File: config.mk
export PLATFORM = sky130hd
export DESIGN_NAME = proc_control_flat
export DESIGN_NICKNAME = d
export VERILOG_FILES = /design/src/rtl/proc_control_pkg.sv /design/src/rtl/proc_control_if.sv /design/src/rtl/proc_control_reg_dec.sv /design/src/rtl/proc_control.sv /design/src/flat_wrapper.sv
export SDC_FILE = /design/constraint.sdc
export NUM_CORES = 1
export LEC_CHECK = 0
export CORE_MARGIN = 4
export CORE_UTILIZATION = 39
export CTS_CLUSTER_SIZE = 40
export DETAILED_ROUTE_END_ITERATION = 7
export GPL_TIMING_DRIVEN = 0
export PLACE_DENSITY = 0.82
export SYNTH_ARGS = -nofsm -noshare
export SYNTH_HDL_FRONTEND = slang
export SYNTH_SLANG_ARGS = --single-unit
File: constraint.sdc
create_clock -name CLKb -period 4.3 [get_ports CLKb]
set_input_delay 1.29 -clock CLKb [delete_from_list [all_inputs] [get_ports CLKb]]
set_output_delay 1.29 -clock CLKb [all_outputs]
set_load 0.02 [all_outputs]
File: src/rtl/proc_control_pkg.sv
// rtl/proc_control_pkg.sv - opcodes, IR field positions and timestep constants for proc_control
package proc_control_pkg;

    localparam int IR_W = 9;
    localparam int NREG = 8;

    // Instruction format III XXX YYY
    localparam int OP_MSB = 8;
    localparam int OP_LSB = 6;
    localparam int RX_MSB = 5;
    localparam int RX_LSB = 3;
    localparam int RY_MSB = 2;
    localparam int RY_LSB = 0;

    typedef enum logic [2:0] {
        OP_MV   = 3'b000,
        OP_MVI  = 3'b001,
        OP_ADD  = 3'b010,
        OP_SUB  = 3'b011,
        OP_MVNZ = 3'b100
    } opcode_t;

    localparam logic [1:0] T0 = 2'd0;
    localparam logic [1:0] T1 = 2'd1;
    localparam logic [1:0] T2 = 2'd2;
    localparam logic [1:0] T3 = 2'd3;

endpackage

File: src/rtl/proc_control_if.sv
// rtl/proc_control_if.sv - control-unit bus: instruction/timestep inputs and datapath strobes
interface proc_control_if #(
    parameter int IR_W = 9,
    parameter int NREG = 8
);
    logic            Run;
    logic [IR_W-1:0] DIN;
    logic [1:0]      CNT;
    logic            Gnz;
    logic            CNT_CLR;
    logic            IRin;
    logic [NREG-1:0] Rin;
    logic [NREG-1:0] Rout;
    logic            DINout;
    logic            Ain;
    logic            Gin;
    logic            Gout;
    logic            AddSub;
    logic            Done;
    logic            Busy;
    logic            Err;

    modport master (
        output Run, DIN, CNT, Gnz,
        input  CNT_CLR, IRin, Rin, Rout, DINout, Ain, Gin, Gout, AddSub, Done, Busy, Err
    );

    modport slave (
        input  Run, DIN, CNT, Gnz,
        output CNT_CLR, IRin, Rin, Rout, DINout, Ain, Gin, Gout, AddSub, Done, Busy, Err
    );
endinterface

File: src/rtl/proc_control_reg_dec.sv
// rtl/proc_control_reg_dec.sv - 3-to-NREG one-hot register decoder with enable
module reg_dec #(
    parameter int NREG = 8
) (
    input  logic            en,
    input  logic [2:0]      sel,
    output logic [NREG-1:0] onehot
);

    // Select lines beyond the register count decode to all-zero
    always_comb begin
        onehot = '0;
        if (en && (int'(sel) < NREG)) onehot[sel] = 1'b1;
    end

endmodule

File: src/rtl/proc_control.sv
// rtl/proc_control.sv - multi-cycle processor control unit; CTRL_MVNZ_EN enables the mvnz opcode
module proc_control
    import proc_control_pkg::*;
#(
    parameter int IR_W = proc_control_pkg::IR_W,
    parameter int NREG = proc_control_pkg::NREG
) (
    input  logic          CLKb,
    input  logic          CLR,
    proc_control_if.slave bus
);

    logic [IR_W-1:0] ir;
    logic            busy;
    logic            err;
    logic [2:0]      op;
    logic            rin_en;
    logic            rout_en;
    logic            rout_sel_y;
    logic            undef_op;
    logic [2:0]      rout_idx;
    logic            is_arith;

    assign op         = ir[OP_MSB:OP_LSB];
    assign is_arith   = (op == OP_ADD) || (op == OP_SUB);
    assign rout_idx   = rout_sel_y ? ir[RY_MSB:RY_LSB] : ir[RX_MSB:RX_LSB];

`ifndef CTRL_MVNZ_EN
    logic unused_gnz;
    assign unused_gnz = bus.Gnz;
`endif

    // Strobe decode from IR and timestep; everything is held low while CLR is asserted
    always_comb begin
        rin_en      = 1'b0;
        rout_en     = 1'b0;
        rout_sel_y  = 1'b0;
        undef_op    = 1'b0;
        bus.DINout  = 1'b0;
        bus.Ain     = 1'b0;
        bus.Gin     = 1'b0;
        bus.Gout    = 1'b0;
        bus.AddSub  = 1'b0;
        bus.Done    = 1'b0;
        if (!CLR) begin
            case (bus.CNT)
                T1: begin
                    case (op)
                        OP_MV: begin
                            rout_en    = 1'b1;
                            rout_sel_y = 1'b1;
                            rin_en     = 1'b1;
                            bus.Done   = 1'b1;
                        end
                        OP_MVI: begin
                            bus.DINout = 1'b1;
                            rin_en     = 1'b1;
                            bus.Done   = 1'b1;
                        end
                        OP_ADD, OP_SUB: begin
                            rout_en    = 1'b1;
                            bus.Ain    = 1'b1;
                        end
`ifdef CTRL_MVNZ_EN
                        OP_MVNZ: begin
                            rout_en    = bus.Gnz;
                            rout_sel_y = 1'b1;
                            rin_en     = bus.Gnz;
                            bus.Done   = 1'b1;
                        end
`endif
                        default: begin
                            bus.Done   = 1'b1;
                            undef_op   = 1'b1;
                        end
                    endcase
                end
                T2: begin
                    if (is_arith) begin
                        rout_en    = 1'b1;
                        rout_sel_y = 1'b1;
                        bus.Gin    = 1'b1;
                        bus.AddSub = (op == OP_SUB);
                    end
                end
                T3: begin
                    // Single-step opcodes never reach T3; if one does, just finish it
                    bus.Done = 1'b1;
                    if (is_arith) begin
                        bus.Gout = 1'b1;
                        rin_en   = 1'b1;
                    end
                end
                default: ;
            endcase
        end
    end

    reg_dec #(.NREG(NREG)) u_rin_dec (
        .en     (rin_en),
        .sel    (ir[RX_MSB:RX_LSB]),
        .onehot (bus.Rin)
    );

    reg_dec #(.NREG(NREG)) u_rout_dec (
        .en     (rout_en),
        .sel    (rout_idx),
        .onehot (bus.Rout)
    );

    assign bus.IRin    = !CLR && bus.Run && (bus.CNT == T0);
    assign bus.CNT_CLR = CLR || bus.Done || ((bus.CNT == T0) && !bus.Run);
    assign bus.Busy    = busy;
    assign bus.Err     = err;

    // IR capture, busy tracking and sticky error, on the same edge as the timestep counter
    always_ff @(negedge CLKb or posedge CLR) begin
        if (CLR) begin
            ir   <= '0;
            busy <= 1'b0;
            err  <= 1'b0;
        end else begin
            if (bus.IRin) begin
                ir   <= bus.DIN;
                busy <= 1'b1;
            end else if (bus.Done) begin
                busy <= 1'b0;
            end
            if (undef_op) err <= 1'b1;
        end
    end

endmodule

File: src/flat_wrapper.sv
// flat-port wrapper written by rule: the top's interface ports become plain ports
module proc_control_flat import proc_control_pkg::*;
#(
    parameter int IR_W = proc_control_pkg::IR_W,
    parameter int NREG = proc_control_pkg::NREG
)
  (CLKb, CLR, bus_Run, bus_DIN, bus_CNT, bus_Gnz, bus_CNT_CLR, bus_IRin, bus_Rin, bus_Rout, bus_DINout, bus_Ain, bus_Gin, bus_Gout, bus_AddSub, bus_Done, bus_Busy, bus_Err);
  proc_control_if #(.IR_W(IR_W), .NREG(NREG)) bus_i ();
  input  logic CLKb;
  input  logic CLR;
  input wire logic [$bits(bus_i.Run)-1:0] bus_Run;
  input wire logic [$bits(bus_i.DIN)-1:0] bus_DIN;
  input wire logic [$bits(bus_i.CNT)-1:0] bus_CNT;
  input wire logic [$bits(bus_i.Gnz)-1:0] bus_Gnz;
  output wire logic [$bits(bus_i.CNT_CLR)-1:0] bus_CNT_CLR;
  output wire logic [$bits(bus_i.IRin)-1:0] bus_IRin;
  output wire logic [$bits(bus_i.Rin)-1:0] bus_Rin;
  output wire logic [$bits(bus_i.Rout)-1:0] bus_Rout;
  output wire logic [$bits(bus_i.DINout)-1:0] bus_DINout;
  output wire logic [$bits(bus_i.Ain)-1:0] bus_Ain;
  output wire logic [$bits(bus_i.Gin)-1:0] bus_Gin;
  output wire logic [$bits(bus_i.Gout)-1:0] bus_Gout;
  output wire logic [$bits(bus_i.AddSub)-1:0] bus_AddSub;
  output wire logic [$bits(bus_i.Done)-1:0] bus_Done;
  output wire logic [$bits(bus_i.Busy)-1:0] bus_Busy;
  output wire logic [$bits(bus_i.Err)-1:0] bus_Err;
  assign bus_i.Run = bus_Run;
  assign bus_i.DIN = bus_DIN;
  assign bus_i.CNT = bus_CNT;
  assign bus_i.Gnz = bus_Gnz;
  assign bus_CNT_CLR = bus_i.CNT_CLR;
  assign bus_IRin = bus_i.IRin;
  assign bus_Rin = bus_i.Rin;
  assign bus_Rout = bus_i.Rout;
  assign bus_DINout = bus_i.DINout;
  assign bus_Ain = bus_i.Ain;
  assign bus_Gin = bus_i.Gin;
  assign bus_Gout = bus_i.Gout;
  assign bus_AddSub = bus_i.AddSub;
  assign bus_Done = bus_i.Done;
  assign bus_Busy = bus_i.Busy;
  assign bus_Err = bus_i.Err;
  proc_control #(.IR_W(IR_W), .NREG(NREG)) u_core (.CLKb(CLKb), .CLR(CLR), .bus(bus_i));
endmodule
==> reports/qor.tcl <==
set qor(io_pins) 41
set qor(syn_inst) 89
set qor(dpl.cell_count) 154
set qor(gr_overflow_total) 0
set qor(wl_microns) 3780
set qor(drcViolationCount) 0
set qor(multi_input_comb_area_sq_um) 818
set qor(floorplan.die_area_sq_um) 2870
set qor(yosysWarningCount) 0
set qor(cts_inserted_buffers) 3
set qor(tritoncts) {yes}
set qor(post_layout_nonfiller_instances) 177
set qor(timing_hold_violations_final) 0
set qor(yosys-top-cells-area) {dfrtn_1, mux2_2, nor2_1}
set qor(die_h_microns) 53.6
set qor(failed_checks) {negative setup slack}
set qor(predominant_post_synthesis_flop_cell) {dfrtn_1}
set qor(cell_area_after_placement_sq_um) 1520
set qor(yosysSeqAreaShare_pct) 34.0
set qor(power.sequential.fraction_pct) 34.2
set qor(mappedNetlistNets) 108
set qor(power_report.internal_total_w) 0.000290
set qor(crit_path_max_fanout) 5
set qor(timing.rr.start) {u_core.ir[8]}
set qor(grt_start_max_net_pins) 15
set qor(critical_path_class) {reg2out}
set qor(diodes) 0
set qor(worst_slew_margin_rel_pct) 68.0
set qor(clock_latency_of_the_later_clocked_register_in_the_worst_skew_pair_ns) 0.27
set qor(worst_supply_voltage_drop_on_vdd_mv) 0.417
set qor(postRouteAntennaNets) 0
set qor(tightestPinTransition_ns) 0.479
set qor(num-nets-final) 170
set qor(first_global_vias) 966
set qor(cts_root_buffer) {clkbuf_4}
set qor(fp.dieW_microns) 53.6
set qor(port_buffers) 38
set qor(p_leak_nw) 0.752
set qor(synthDistinctLibCells) 28
set qor(cts_sinks) 11
set qor(vias) 990
set qor(fraction_of_final_layout_cells_sized_beyond_drive_strength_1_pct) 72.7
set qor(asyncSetResetFlopFracSynth_pct) 100
set qor(cell_area_after_synthesis_sq_um) 810
set qor(avgSynthCellArea_sq_um) 9.10
set qor(initial_core_util_pct) 41.3
set qor(synth-seq-cells) 11
set qor(run_status) {complete, but fails checks}
set qor(clock_tree.buffer_depth) 2
set qor(pwr_density_cell_nw_per_um2) 273
set qor(grt_setup_unrepaired) {true}
set qor(timing.hold.worst.class) {reg2reg}
set qor(dp_worst_setup_slack_ns) -1.49
set qor(dr.pass1.iters) 4
set qor(clock-skew-final_ns) 0.0000415
set qor(routed_wire_length_per_instance_microns) 21.4
set qor(cts.reportedPaths.clkPinSlew_ns) 0.05
set qor(endpoint_kind) {primary output}
set qor(timing.reg2reg.setup_slack_ns) 3.00
set qor(power.switching_fraction_pct) 40.3
set qor(synth_largest_area_cell) {dfrtn_1}
set qor(synthDominantCellAreaShare_pct) 34.0
set qor(timing.max_cap.violations) 0
set qor(viasPerCell) 5.59
set qor(globalRouteTotalUtil_pct) 23.9
set qor(combPwrFrac_pct) 51.6
set qor(antenna_violations_before_repair) 0
set qor(worstHoldStart) {u_core.bus.Busy}
set qor(synthToLayoutAreaGrowth_pct) 120
set qor(setup_viol) 24
set qor(worstPathArrival_ns) 4.31
set qor(power.switching_w) 0.000196
set qor(sequential_cell_area_sq_um) 275
set qor(gp_routability_congestion) 0.752
set qor(detailedRoute.firstIterationViolations) 8
set qor(worst_setup_path_startpoint) {u_core.ir[6]}
set qor(fp.coreArea_sq_um) 1960
set qor(power.clock.fraction_pct) 14.2
set qor(required_ns) 3.01
set qor(synth_edf_count) 0
set qor(report.power.total_w) 0.000486
set qor(place.detailed.hpwl_microns) 1890
set qor(drv_slew) 0
set qor(layout.filler_cells) 74
set qor(grt_pass1_wl_microns) 4890
set qor(ctsHtreeMaxLevel) 1
set qor(stdcell_area_sq_um) 1780
set qor(setup_slack_ns) -1.30
set qor(setup.worst_path.start_class) {flip-flop}
set qor(fp-row-count) 16
==> critical path, cell delays in order, from the launching register on <==
cell and delay [ns]:
dfrtn_1 0.41, or4b_4 0.58, a21oi_4 0.25, buf_6 0.14, mux2i_4 0.30, nor2_4 0.05
buf_6 0.14
==> cell families (layout without fill, tap and decap cells) <==
family	count (synthesis)	in the layout	share of synthesized area, %
compound gates	8	8	7.26
fa+ha+maj	4	4	6.18
buf+inv	7	68	4.17
flops	11	11	34.0
mux	13	13	17.9
simple gates	46	46	30.4
==> layout by cell type (no fill, tap or decap), drive strengths merged, types with 2 or more instances in the layout <==
master / synthesis / layout
inv: 4 / 4
mux2: 12 / 12
nand2b: 9 / 9
dfrtn: 11 / 11
nor3: 3 / 3
nand3: 2 / 2
clkdlybuf4s50: 0 / 10
a21oi: 2 / 2
nor3b: 3 / 3
nand2: 5 / 5
ha: 4 / 4
buf: 1 / 46
o21ai: 2 / 2
nor2: 17 / 17
clkbuf: 2 / 7
==> worst paths after layout <==
check / to / cells past startpoint
max in group asynchronous: u_core.ir[1] / 2
min reg2reg: u_core.bus.Busy / 2
max reg2reg: u_core.bus.Busy / 5
max: bus_Rout[1] / 6
min in group asynchronous: u_core.ir[7] / 2
min: u_core.bus.Busy / 2
==> per-layer routing <==
metal	GRT usage, %	part of all wire, %
met1	28.2	35
met2	43.7	53
met3	3.32	6.5
met4	8.51	5.8
met5	0	0
==> final cells by class <==
| class | instances | share of cell area (%) |
|---|---|---|
| Timing Repair Buffer | 58 | 30.8 |
| Buffer | 2 | 2.81 |
| Tap cell | 27 | 1.90 |
| Multi-Input combinational cell | 71 | 46.0 |
| Inverter | 4 | 1.55 |
| Clock buffer | 4 | 1.48 |
| Sequential cell | 11 | 15.5 |
==> through the flow <==
step / setup TNS [ns] / util (%) / hold slack [ns]
final: -22.66 / 90.6 / 0.495
after global routing: -23.71 / 90.6 / 0.541
after CTS: -21.45 / 87.4 / 0.476
after detailed placement: -33.02 / 77.3 / 0.445
after global placement: -31.61 / 77.3 / 0.417
after floorplan: -12.53 / - / 0.435
==> synthesized netlist by cell type, types with 2 or more instances <==
cell type  count
nand3_1        2
inv_1          4
nand2_1        5
clkbuf_1       2
nand2b_1       9
mux2_2        12
nor2_1        17
nor3_1         3
ha_1           4
nor3b_1        3
dfrtn_1       11
==> flip-flops by register name (all words and copies together), names as in the netlist <==
signal,count
u_core.bus.Err,1
u_core.ir,9
u_core.bus.Busy,1
==> power groups by stage <==
stage,sequential [W],combinational [W],clock (W)
finish,0.000166,0.000251,0.0000690
CTS,0.000157,0.000224,0.0000705
global route,0.000168,0.000262,0.0000780
detailed placement,0.000161,0.000184,0
global placement,0.000157,0.000179,0
floorplan,0.000156,0.000134,0
==> repair_timing <==
action / CTS / global route
endpoints found under the setup margin: 36 / 25
cloned: 1 / 0
hold buffers: 0 / 0
pin swaps: 9 / 7
gates resized for setup: 167 / 6
setup buffers: 12 / 7
Power figures use the tool's default switching activity.
